==> config.mk <==
export PLATFORM = sky130hd
export DESIGN_NAME = aes_spi_host
export DESIGN_NICKNAME = d
export VERILOG_FILES = /design/src/rtl/aes_spi_pkg.sv /design/src/rtl/spi_sck_gen.sv /design/src/rtl/aes_spi_host.sv
export SDC_FILE = /design/constraint.sdc
export NUM_CORES = 1
export LEC_CHECK = 0
export ABC_AREA = 1
export CAP_MARGIN = 20
export CELL_PAD_IN_SITES_DETAIL_PLACEMENT = 0
export CELL_PAD_IN_SITES_GLOBAL_PLACEMENT = 2
export CORE_ASPECT_RATIO = 0.6
export CORE_MARGIN = 3
export CORE_UTILIZATION = 29
export CTS_CLUSTER_SIZE = 24
export DETAILED_ROUTE_END_ITERATION = 7
export HOLD_SLACK_MARGIN = 0.12
export PLACE_DENSITY = 0.75
export SETUP_SLACK_MARGIN = 0.02
export SKIP_CTS_REPAIR_TIMING = 1
export SLEW_MARGIN = 40
export SYNTH_ARGS = -nofsm -noshare
export SYNTH_HDL_FRONTEND = slang
export SYNTH_HIERARCHICAL = 1
export SYNTH_SLANG_ARGS = --single-unit
==> constraint.sdc <==
create_clock -name clk -period 2.15 [get_ports clk]
set_input_delay 0.5375 -clock clk [delete_from_list [all_inputs] [get_ports clk]]
set_output_delay 0.5375 -clock clk [all_outputs]
set_load 0.03 [all_outputs]
==> src/rtl/aes_spi_pkg.sv <==
// aes_spi_pkg: shared widths and host FSM state encoding for the aes SPI host.
package aes_spi_pkg;
   localparam int KEY_BITS   = 128;
   localparam int BLOCK_BITS = 128;
   typedef enum logic [2:0] {
      IDLE         = 3'd0,
      LOAD_SETUP   = 3'd1,
      SHIFT_IN     = 3'd2,
      LOAD_RELEASE = 3'd3,
      WAIT_DONE    = 3'd4,
      SHIFT_OUT    = 3'd5
   } host_state_t;
endpackage

==> src/rtl/spi_sck_gen.sv <==
// spi_sck_gen: half-period divider producing mode-0 sck plus edge strobes and setup ticks.
module spi_sck_gen #(
   parameter int CLK_DIV = 4
) (
   input  logic clk,
   input  logic reset_n,
   input  logic en,
   input  logic toggle_en,
   output logic sck,
   output logic tick,
   output logic rise_en,
   output logic fall_en
);
   localparam int CW = $clog2(CLK_DIV);
   logic [CW-1:0] cnt;
   // strobes fire in the cycle before sck actually changes
   assign tick    = en && (cnt == CW'(CLK_DIV - 1));
   assign rise_en = tick && toggle_en && !sck;
   assign fall_en = tick && toggle_en && sck;
   always_ff @(posedge clk or negedge reset_n) begin
      if (!reset_n) begin
         cnt <= '0;
         sck <= 1'b0;
      end else if (!en) begin
         cnt <= '0;
         sck <= 1'b0;
      end else begin
         cnt <= tick ? '0 : cnt + 1'b1;
         sck <= (rise_en || fall_en) ? ~sck : sck;
      end
   end
endmodule

==> src/rtl/aes_spi_host.sv <==
// aes_spi_host: SPI initiator that loads key/plaintext into the aes peripheral and reads back the cyphertext.
module aes_spi_host
   import aes_spi_pkg::*;
#(
   parameter int CLK_DIV      = 4,
   parameter int DONE_TIMEOUT = 65535
) (
   input  logic                  clk,
   input  logic                  reset_n,
   input  logic                  start,
   input  logic [KEY_BITS-1:0]   key,
   input  logic [BLOCK_BITS-1:0] plaintext,
   output logic [BLOCK_BITS-1:0] cyphertext,
   output logic                  result_valid,
   output logic                  timeout_err,
   output logic                  busy,
   output logic                  sck,
   output logic                  sdi,
   input  logic                  sdo,
   output logic                  load,
   input  logic                  done
);
   localparam int TX_BITS = KEY_BITS + BLOCK_BITS;
   localparam int TW      = $clog2(DONE_TIMEOUT + 1);
   host_state_t            state;
   logic [TX_BITS-1:0]     tx_sr;
   logic [BLOCK_BITS-1:0]  rx_sr;
   logic [8:0]             bit_cnt;
   logic [TW-1:0]          timer;
   logic [1:0]             done_q;
   logic                   done_sync, gen_en, gen_tog, tick, rise_en, fall_en, last_in, last_out;
   assign done_sync = done_q[1];
   assign gen_en    = state inside {LOAD_SETUP, SHIFT_IN, LOAD_RELEASE, SHIFT_OUT};
   // the setup tick doubles as the first rising edge of the load phase
   assign gen_tog   = state inside {LOAD_SETUP, SHIFT_IN, SHIFT_OUT};
   assign load      = state inside {LOAD_SETUP, SHIFT_IN, LOAD_RELEASE};
   assign sdi       = load & tx_sr[TX_BITS-1];
   assign busy      = state != IDLE;
   assign last_in   = bit_cnt == 9'd255;
   assign last_out  = bit_cnt == 9'd127;
   spi_sck_gen #(.CLK_DIV(CLK_DIV)) u_sck (
      .clk       (clk),
      .reset_n   (reset_n),
      .en        (gen_en),
      .toggle_en (gen_tog),
      .sck       (sck),
      .tick      (tick),
      .rise_en   (rise_en),
      .fall_en   (fall_en)
   );
   always_ff @(posedge clk or negedge reset_n) begin
      if (!reset_n) done_q <= '0;
      else          done_q <= {done_q[0], done};
   end
   always_ff @(posedge clk or negedge reset_n) begin
      if (!reset_n) begin
         state        <= IDLE;
         tx_sr        <= '0;
         rx_sr        <= '0;
         bit_cnt      <= '0;
         timer        <= '0;
         cyphertext   <= '0;
         result_valid <= 1'b0;
         timeout_err  <= 1'b0;
      end else begin
         result_valid <= 1'b0;
         timeout_err  <= 1'b0;
         case (state)
            IDLE: if (start) begin
               tx_sr   <= {key, plaintext};
               bit_cnt <= '0;
               state   <= LOAD_SETUP;
            end
            LOAD_SETUP: if (tick) state <= SHIFT_IN;
            SHIFT_IN: if (fall_en) begin
               tx_sr   <= {tx_sr[TX_BITS-2:0], 1'b0};
               bit_cnt <= last_in ? '0 : bit_cnt + 9'd1;
               state   <= last_in ? LOAD_RELEASE : SHIFT_IN;
            end
            LOAD_RELEASE: if (tick) begin
               timer <= '0;
               state <= WAIT_DONE;
            end
            WAIT_DONE: begin
               if (done_sync) state <= SHIFT_OUT;
               else if (timer == TW'(DONE_TIMEOUT - 1)) begin
                  timeout_err <= 1'b1;
                  state       <= IDLE;
               end else timer <= timer + 1'b1;
            end
            SHIFT_OUT: begin
               if (rise_en) rx_sr <= {rx_sr[BLOCK_BITS-2:0], sdo};
               if (fall_en) begin
                  bit_cnt <= last_out ? '0 : bit_cnt + 9'd1;
                  if (last_out) begin
                     cyphertext   <= rx_sr;
                     result_valid <= 1'b1;
                     state        <= IDLE;
                  end
               end
            end
            default: state <= IDLE;
         endcase
      end
   end
endmodule
## Word level (Yosys, flattened, before mapping)

Index checks and enable logic that the tools add are counted.

| storage, ports and cells | value |
|---|---|
| flip-flop bits (word level) | 547 |
| bits in read-only memories | 0 |
| memories | 0 |
| latch bits | 0 |
| RAM bits | 0 |
| logic and storage cells | 88 |
| bits of input ports | 261 |
| output and inout port bits | 134 |

| cells by class | value |
|---|---|
| equal/unequal tests | 19 |
| add/subtract/negate cells | 3 |
| $mul | 0 |
| reduce and logical (&&, ||, !) cells | 20 |
| bitwise gates (word level) | 2 |
| muxes and demuxes | 33 |
| $lt $le $gt $ge | 0 |
| divide/modulo/power cells | 0 |
| shift operators | 0 |

Operators with widths:

| cell | count |
|---|---|
| 256-bit two-way mux | 2 |
| 256-bit one-hot mux with 2 select lines | 1 |
| 16-bit two-way mux | 3 |
| 9-bit two-way mux | 5 |
| 16-bit one-hot mux with 2 select lines | 1 |
| 9-bit one-hot mux with 3 select lines | 1 |
| 3-bit two-way mux | 8 |
| 3-bit one-hot mux with 6 select lines | 1 |
| 16-bit by 1-bit adder with 16-bit output, second input constant | 1 |
| 16-bit == test, second input constant | 1 |
| 3-bit nonzero test | 4 |
| 2-bit != test, second input constant | 5 |
| 9-bit by 1-bit adder with 9-bit output, second input constant | 1 |
| 9-bit by 7-bit == test with 1-bit output, second input constant | 1 |
| 9-bit by 8-bit == test with 1-bit output, second input constant | 1 |
| 1-bit two-way mux | 9 |
| 2-bit by 1-bit != test with 1-bit output, second input constant | 4 |
| 4-bit AND reduction | 2 |
| 7-bit AND reduction | 1 |
| 3-bit by 2-bit == test with 1-bit output, second input constant | 2 |
| 3-bit == test, second input constant | 2 |
| 3-bit AND reduction | 2 |
| 1-bit logical AND | 4 |
| 2-bit two-way mux | 2 |
| other kinds (12) | 13 |

## Longest topological paths before layout

Gate-level depths: netlist (run 1).

| depth | value |
|---|---|
| word-level depth | 8 |
| gate-level depth with buffers | 14 |
| gate-level depth less buffers | 12 |

## Cells and area by module

The synthesis (run 1) kept the hierarchy.

Modules (own cells, without submodules):

| module | cells each | seq. area each (um^2) | area an instance (um^2) | instances |
|---|---|---|---|---|
| aes_spi_host | 2662 | 13613.1 | 23620.2 | 1 |
| spi_sck_gen | 17 | 75.1 | 148.9 | 1 |

## Worst setup path after synthesis (run 1)

No wires, ideal clock.

| timing path | value |
|---|---|
| path kind | register -> register |
| from | reg state[1] |
| to | reg cyphertext[31] |
| path slack | 0.035 ns |
| arrival | 1.984 ns |
| clock period less this slack | 2.115 ns |
| required time | 2.020 ns |
| cell stages (with the launch flop) | 13 |
| path buffers | 3 |
| path through | dfrtp_1 > inv_1 > o21ai_0 > nand3_1 > nor2_1 > inv_1 > nor2_1 > nand2_1 > buf_4 > buf_4 > buf_4 > nand2_1 > o21ai_0 |

| between the ends | value |
|---|---|
| longest elaborated chain between the ends | 6 |
| elaborated cells between the ends (all ways) | 10 |
| those cells by class | eq/ne: 4; reduce/logical: 6 |

RTL lines:

| item | RTL line | text |
|---|---|---|
| start: declaration | aes_spi_host.sv:25 | `host_state_t state;` |
| start signal: assignment | aes_spi_host.sv:78 | `state <= last_in ? LOAD_RELEASE : SHIFT_IN;` |
| 3-bit by 1-bit == test with 1-bit output, or another cell as far along | aes_spi_host.sv:33 | `assign gen_en = state inside {LOAD_SETUP, SHIFT_IN, LOAD_RELEASE, SHIFT_OUT};` |
| 4-bit nonzero test * | aes_spi_host.sv:33 |  |
| via gen_en | aes_spi_host.sv:31 | `logic done_sync, gen_en, gen_tog, tick, rise_en, fall_en, last_in, last_out;` |
| 1-bit logical AND * | spi_sck_gen.sv:17 | `assign tick = en && (cnt == CW'(CLK_DIV - 1));` |
| 1-bit logical AND * (2 in a row) | spi_sck_gen.sv:19 | `assign fall_en = tick && toggle_en && sck;` |
| via fall_en | aes_spi_host.sv:31 |  |
| 3-bit AND reduction (no line) * | -- |  |
| end signal: assignment | aes_spi_host.sv:96 | `cyphertext <= rx_sr;` |
| end: declaration | aes_spi_host.sv:13 | `output logic [BLOCK_BITS-1:0] cyphertext,` |

The timed path passes the listed nets; every way through them passes the cells marked *.
A chain may end at the register's enable or synchronous reset.

## Worst setup path after layout (run 1)

| timing path | value |
|---|---|
| from | reg state[0] |
| to | out busy |

| between the ends | value |
|---|---|
| longest elaborated chain between the ends | 1 |

RTL lines:

| item | RTL line | text |
|---|---|---|
| 3-bit nonzero test | aes_spi_host.sv:38 | `assign busy = state != IDLE;` |
| end: declaration | aes_spi_host.sv:16 | `output logic busy,` |

Every way passes these cells.

==> results.sh, run 1 <==
export IMPL_status="complete, but fails checks"
export IMPL_failed_checks="setup timing"
export IMPL_arrival_ns=1.68
export IMPL_synth_xor_area_share_pct=0.332
export IMPL_gp_congestion=0.791
export IMPL_ys_seq_elements=547
export IMPL_power_w=0.0402
export IMPL_die_area_um2=85500
export IMPL_drtIter0Drc=1185
export IMPL_clk_path_buf_depth=3
export IMPL_cts_root_buf="clkbuf_16"
export IMPL_drt_total_wl_mm=72.4
export IMPL_slew_headroom_pct=66.8
export IMPL_async_flop_share_pct=100
export IMPL_worstHoldStart="done_q[0]$_DFF_PN0_"
export IMPL_antenna_found_initial=8
export IMPL_synth_top_family_by_area="compound AO/OA/AOI/OAI gates"
export IMPL_worst_r2r_cell_count=12
export IMPL_htree_levels=2
export IMPL_core_um2=80400
export IMPL_worstSetupPathType="reg -> out"
export IMPL_setup_tns_final_ns=-0.0711
export IMPL_grt_max_degree=120
export IMPL_synth_mux_area_fraction_pct=0
export IMPL_hold_depth=0
export IMPL_path_clk_slew_ns=0.06
export IMPL_worstHoldEndpoint="done_q[1]$_DFF_PN0_"
export IMPL_synth_ff_type="dfrtp_1"
export IMPL_irDropWorstVdd_uv=587
export IMPL_timing_fmax_mhz=450
export IMPL_tightest_slew_ns=0.499
export IMPL_yosys_area_share_simple_pct=12.3
export IMPL_synth_avg_cell_area_um2=8.87
export IMPL_synth_compound_area_share_pct=19.3
export IMPL_clock_skew_ns=0.0157
export IMPL_period_needed_ns=2.22
export IMPL_synthAdderAreaFrac_pct=0.316
export IMPL_p_leak_nw=16.2
export IMPL_hpwl_mm=48.7
export IMPL_seq_area_frac_synth_pct=57.6
export IMPL_drcViolationCount=0
export IMPL_cap_violations=0
export IMPL_vias_per_cell=4.58
export IMPL_cts_tree="built"
export IMPL_synth_edff_count=0
export IMPL_die_x_um=376
export IMPL_finalSetupViolCount=1
export IMPL_hold_violations=0
export IMPL_critical_path_startpoint_type="flip-flop"
export IMPL_numPortBuffers=394
export IMPL_grt_setup_unrepaired="true"
export IMPL_timing_hold_ws_ns=0.363
export IMPL_fp_row_count=80
export IMPL_clk_insertion_delay_late_ns=0.62
export IMPL_maxSlewViolCount=0
export IMPL_netlist_instances=2679
export IMPL_grt_overflow=0
export IMPL_regToRegStartpoint="state[0]$_DFFE_PN0P_"
export IMPL_cts_sinks=547
export IMPL_syn_num_nets=2946
export IMPL_io_pins=395
export IMPL_ff2ff_setup_slack_ns=0.07
export IMPL_numCtsBuffers=57
export IMPL_setup_ws_ns=-0.0711
export IMPL_n_fill_cell=7891
export IMPL_required_ns=1.61
export IMPL_critPathCaptureType="primary output"
export IMPL_fin_nets=3350
export IMPL_grt_pass1_wl_mm=110
export IMPL_synth_area_um2=23800
export IMPL_vias=19235
export IMPL_hold_path_class="reg -> reg"
export IMPL_postRouteAntennaNets=0
export IMPL_start_util_pct=29.6
export IMPL_r2r_end="tx_sr[92]$_DFFE_PN0P_"
export IMPL_die_h_um=228
export IMPL_syn2layout_area_growth_pct=36.7
export IMPL_path_max_fanout=4
export IMPL_synth_cell_types=29
export IMPL_fin_crit_sh_pct=103
export IMPL_drive_above_1_share_pct=8.06
export IMPL_ys_warn_count=6
export IMPL_p_per_area_nw_per_um2=1240
export IMPL_drt_pass1_iter_count=5
export IMPL_globalRouteTotalUtil_pct=16.0
export IMPL_grt_pass1_vias=18654
export IMPL_wire_per_inst_um=17.2
-- power by group --
part           total, W  switching [W]  internal [W]
Combinational    0.0163        0.00919       0.00710
Clock            0.0103        0.00428       0.00606
Sequential       0.0136       0.000635        0.0129
-- worst max-delay path by stage --
stage | startpoint | end | slack, ns | depth (start not counted)
final | state[0]$_DFFE_PN0P_ | busy | -0.07 | 4
after global routing | state[0]$_DFFE_PN0P_ | busy | -0.16 | 4
after CTS | state[0]$_DFFE_PN0P_ | busy | -0.73 | 4
after detailed placement | state[0]$_DFFE_PN0P_ | tx_sr[92]$_DFFE_PN0P_ | -0.14 | 10
after global placement | state[0]$_DFFE_PN0P_ | tx_sr[209]$_DFFE_PN0P_ | -0.12 | 10
after floorplan | state[1]$_DFFE_PN0P_ | cyphertext[31]$_DFFE_PN0P_ | 0.04 | 12
-- registers in the layout, indices dropped and copies added (netlist names) --
| register | flops |
|---|---|
| timeout_err | 1 |
| done_q | 2 |
| tx_sr | 256 |
| bit_cnt | 9 |
| rx_sr | 128 |
| u_sck/sck | 1 |
| state | 3 |
| cyphertext | 128 |
| timer | 16 |
| result_valid | 1 |
| u_sck/cnt | 2 |
-- logic make-up after synthesis --
kind of cell	after synthesis
xor gates and xnor gates	9
DFF	547
AOI/OAI and AO/OA	784
and+or+nand+nor	745
buffers and inverters	588
adders and majority gates	6
-- cells in the mapped netlist, types with 2 or more instances --
master / n / area [um2]
nand2_1: 634 / 2380
dfrtp_1: 547 / 13700
inv_1: 410 / 1540
o21ai_0: 283 / 1420
o211ai_1: 256 / 1920
o21ai_1: 238 / 1190
buf_2: 55 / 275
clkbuf_1: 55 / 206
nor2_1: 50 / 188
buf_4: 36 / 270
nand3_1: 34 / 170
buf_1: 25 / 93.8
nand4_1: 11 / 68.8
ha_1: 6 / 75.1
inv_2: 6 / 22.5
nor3_1: 6 / 30.0
xor2_1: 6 / 52.6
o21bai_1: 5 / 37.5
nand2_2: 3 / 18.8
xnor2_1: 3 / 26.3
a21oi_1: 2 / 10.0
-- cell usage in the layout, fill, tap and decap left out, types with 2 or more instances in the layout --
| cell type | instances |
|---|---|
| buf_12 | 26 |
| buf_16 | 12 |
| buf_4 | 49 |
| buf_6 | 16 |
| buf_8 | 4 |
| bufinv_16 | 5 |
| clkbuf_1 | 11 |
| clkbuf_16 | 76 |
| clkbuf_8 | 15 |
| clkdlybuf4s50_1 | 259 |
| clkinv_2 | 8 |
| clkinv_4 | 2 |
| clkinv_8 | 2 |
| dfrtp_1 | 546 |
| diode_2 | 7 |
| dlymetal6s2s_1 | 131 |
| ha_1 | 5 |
| inv_1 | 408 |
| inv_2 | 6 |
| inv_6 | 3 |
| nand2_1 | 631 |
| nand2_2 | 3 |
| nand2_4 | 4 |
| nand3_1 | 30 |
| nand3_2 | 2 |
| nand3_4 | 3 |
| nand4_1 | 11 |
| nor2_1 | 45 |
| nor2_2 | 4 |
| nor2_4 | 3 |
| nor3_1 | 5 |
| o211ai_1 | 256 |
| o21ai_0 | 277 |
| o21ai_1 | 242 |
| o21ai_2 | 2 |
| o21bai_1 | 5 |
| xnor2_1 | 3 |
| xor2_1 | 6 |
-- through the flow --
stage | utilization [%] | setup WS (ns) | cells | instance area [um2]
floorplan | - | 0.0354 | 2679 | 23800
global placement | 36.5 | -0.116 | 4058 | 29300
detailed placement | 36.5 | -0.138 | 4058 | 29300
CTS | 38.9 | -0.728 | 4161 | 31300
global route | 40.4 | -0.156 | 4200 | 32500
finish | 40.4 | -0.0711 | 4200 | 32500
-- cell type report --
| class | instances | area (um2) | area share [%] |
|---|---|---|---|
| flip-flops and latches | 547 | 13700 | 42.1 |
| multi-input cells | 1544 | 7760 | 23.9 |
| repair buffers | 517 | 6160 | 18.9 |
| clock buffers | 84 | 1700 | 5.23 |
| inverters | 416 | 1580 | 4.86 |
| well taps | 1066 | 1330 | 4.11 |
| clock inverters | 19 | 249 | 0.766 |
| diodes | 7 | 17.5 | 0.0539 |
-- per-layer routing --
layer,global-route usage (%),up-vias,part of all wire [%]
met5,0,-,0.018
met4,4.15,2,1.8
met3,2.91,81,4.1
met2,24.5,311,45
met1,23.3,9297,49
li1,-,9544,-
-- critical path, stage by stage (launching register included) --
cell and delay [ns]:
dfrtp_2 0.42, buf_4 0.15, nor2_4 0.20, nand2_4 0.11, buf_2 0.20
Note: power is estimated with default switching activity, not from simulation.
==> run 2: changes to the inputs <==
--- a/config.mk
+++ b/config.mk
@@ -20,3 +20,3 @@
 export SKIP_CTS_REPAIR_TIMING = 1
-export SLEW_MARGIN = 40
+export SLEW_MARGIN = 5
 export SYNTH_ARGS = -nofsm -noshare
--- a/constraint.sdc
+++ b/constraint.sdc
@@ -3,2 +3,2 @@
 set_output_delay 0.5375 -clock clk [all_outputs]
-set_load 0.03 [all_outputs]
+set_load 0.01 [all_outputs]
==> results.sh, run 2 (synthesized netlist as in run 1, its figures left out) <==
export IMPL_status="completed"
export IMPL_timing_fmax_mhz=466
export IMPL_maxSlewViolCount=0
export IMPL_fin_crit_sh_pct=99.7
export IMPL_top_register="tx_sr"
export IMPL_clock_skew_ns=0.0191
export IMPL_hold_path_class="reg -> reg"
export IMPL_arrival_ns=1.61
export IMPL_hpwl_mm=49.5
export IMPL_clk_insertion_delay_late_ns=0.61
export IMPL_setup_ws_ns=0.00542
export IMPL_slew_headroom_pct=63.3
export IMPL_numCtsBuffers=55
export IMPL_postRouteAntennaNets=0
export IMPL_preCtsSetupSlack_ns=-0.0954
export IMPL_path_max_fanout=5
export IMPL_timing_hold_ws_ns=0.353
export IMPL_p_per_area_nw_per_um2=1240
export IMPL_numPortBuffers=394
export IMPL_final_common_cell="nand2_1"
export IMPL_die_area_um2=85500
export IMPL_globalRouteTotalUtil_pct=16.0
export IMPL_swShare_pct=35.6
export IMPL_drt_pass1_iter_count=5
export IMPL_drcViolationCount=0
export IMPL_drt_total_wl_mm=75.5
export IMPL_start_util_pct=29.6
export IMPL_core_um2=80400
export IMPL_wl_met3_mm=2.92
export IMPL_period_needed_ns=2.14
export IMPL_cap_violations=0
export IMPL_p_sw_w=0.0144
export IMPL_cts_root_buf="clkbuf_16"
export IMPL_grt_pass1_wl_mm=110
export IMPL_path_clk_slew_ns=0.06
export IMPL_fin_nets=3388
export IMPL_n_fill_cell=7917
export IMPL_grt_pass1_vias=18838
export IMPL_gp_congestion=0.796
export IMPL_tightest_slew_ns=0.550
export IMPL_antenna_found_initial=1
export IMPL_cts_tree="built"
export IMPL_vias_per_cell=4.64
export IMPL_wire_per_inst_um=17.8
export IMPL_setup_tns_final_ns=0
export IMPL_worstSetupPathType="reg -> out"
export IMPL_power_frac_clock_pct=25.3
export IMPL_finalSetupViolCount=0
export IMPL_largest_register_ff_count=256
export IMPL_critPathCaptureType="primary output"
export IMPL_wl_met1_mm=37.5
export IMPL_die_x_um=376
export IMPL_clk_path_buf_depth=3
export IMPL_layout_common_cells="nand2_1, dfrtp_1, inv_1, clkdlybuf4s50_1, o21ai_0"
export IMPL_reg_largest_list="tx_sr (256), cyphertext (128), rx_sr (128)"
export IMPL_htree_levels=2
export IMPL_irDropWorstVdd_uv=630
export IMPL_intPower_w=0.0260
export IMPL_fp_row_count=80
export IMPL_critical_path_startpoint_type="flip-flop"
export IMPL_drtIter0Drc=1412
export IMPL_io_pins=395
export IMPL_wl_met2_mm=33.7
export IMPL_routed_top_layer="met4"
export IMPL_die_h_um=228
export IMPL_hold_violations=0
export IMPL_required_ns=1.61
export IMPL_grt_setup_unrepaired="true"
export IMPL_p_leak_nw=14.7
export IMPL_vias=19619
export IMPL_grt_overflow=0
export IMPL_syn2layout_area_growth_pct=37.4
export IMPL_diodes=0
export IMPL_grt_max_degree=107
export IMPL_drive_above_1_share_pct=9.07
export IMPL_pwr_share_seq_pct=33.7
export IMPL_cts_sinks=547
export IMPL_combPwrFrac_pct=41.1
==> run 2: changes by cell type in the layout (fill, tap and decap cells not counted), sizes merged <==
cell,previous run,this run
clkdlybuf4s50,259,350
dlymetal6s2s,131,41
buf,108,135
diode,7,0
clkbuf,102,105
inv,417,420
clkinv,12,14
nand2,638,640
bufinv,5,6
==> run 2: per-layer routing <==
metal | global-route usage, % | vias up
li1 | - | 9638
met1 | 23.2 | 9564
met2 | 25.3 | 336
met3 | 2.51 | 81
met4 | 3.60 | 0
met5 | 0 | -
==> run 2: critical path, cell delays in order, from the launching register on <==
cell     delay (ns)
dfrtp_1        0.43
buf_6          0.15
nor2_4         0.12
buf_6          0.12
nor3_2         0.04
buf_4          0.15
==> run 2: worst paths after layout <==
check,cells after the start,start,slack [ns],endpoint
max in group asynchronous,4,reset_n,0.85,tx_sr[181]$_DFFE_PN0P_
setup reg to reg,12,state[2]$_DFFE_PN0P_,0.07,tx_sr[7]$_DFFE_PN0P_
hold reg to reg,0,done_q[0]$_DFF_PN0_,0.35,done_q[1]$_DFF_PN0_
setup / recovery,5,state[0]$_DFFE_PN0P_,0.005,sdi
hold / removal,0,done_q[0]$_DFF_PN0_,0.35,done_q[1]$_DFF_PN0_
min in group asynchronous,2,reset_n,0.44,cyphertext[53]$_DFFE_PN0P_
==> run 2: layout make-up <==
cell class | instances | area (um2) | share of cell area (%)
tap | 1066 | 1330 | 4.08
multi-input combinational | 1546 | 7770 | 23.8
clock inverter | 25 | 297 | 0.908
sequential | 547 | 13700 | 41.9
clock buffer | 77 | 1580 | 4.83
inverter | 416 | 1570 | 4.80
timing repair buffer | 555 | 6420 | 19.7
==> run 2: power groups by stage <==
stage / sequential (W) / clock, W / combinational (W)
floorplan: 0.0136 / 0 / 0.00940
global placement: 0.0137 / 0 / 0.0125
detailed placement: 0.0138 / 0 / 0.0129
CTS: 0.0136 / 0.0105 / 0.0130
global route: 0.0138 / 0.0110 / 0.0185
finish: 0.0136 / 0.0102 / 0.0166
==> run 2: metrics by stage <==
stage,area (um2),utilization (%),std cells,power [W]
5_1_grt,32700,40.6,4232,0.0433
3_5_place_dp,29400,36.6,4081,0.0267
2_1_floorplan,23800,-,2679,0.0230
3_3_place_gp,29400,36.6,4081,0.0262
6_report,32700,40.6,4232,0.0403
4_1_cts,31300,38.9,4183,0.0371
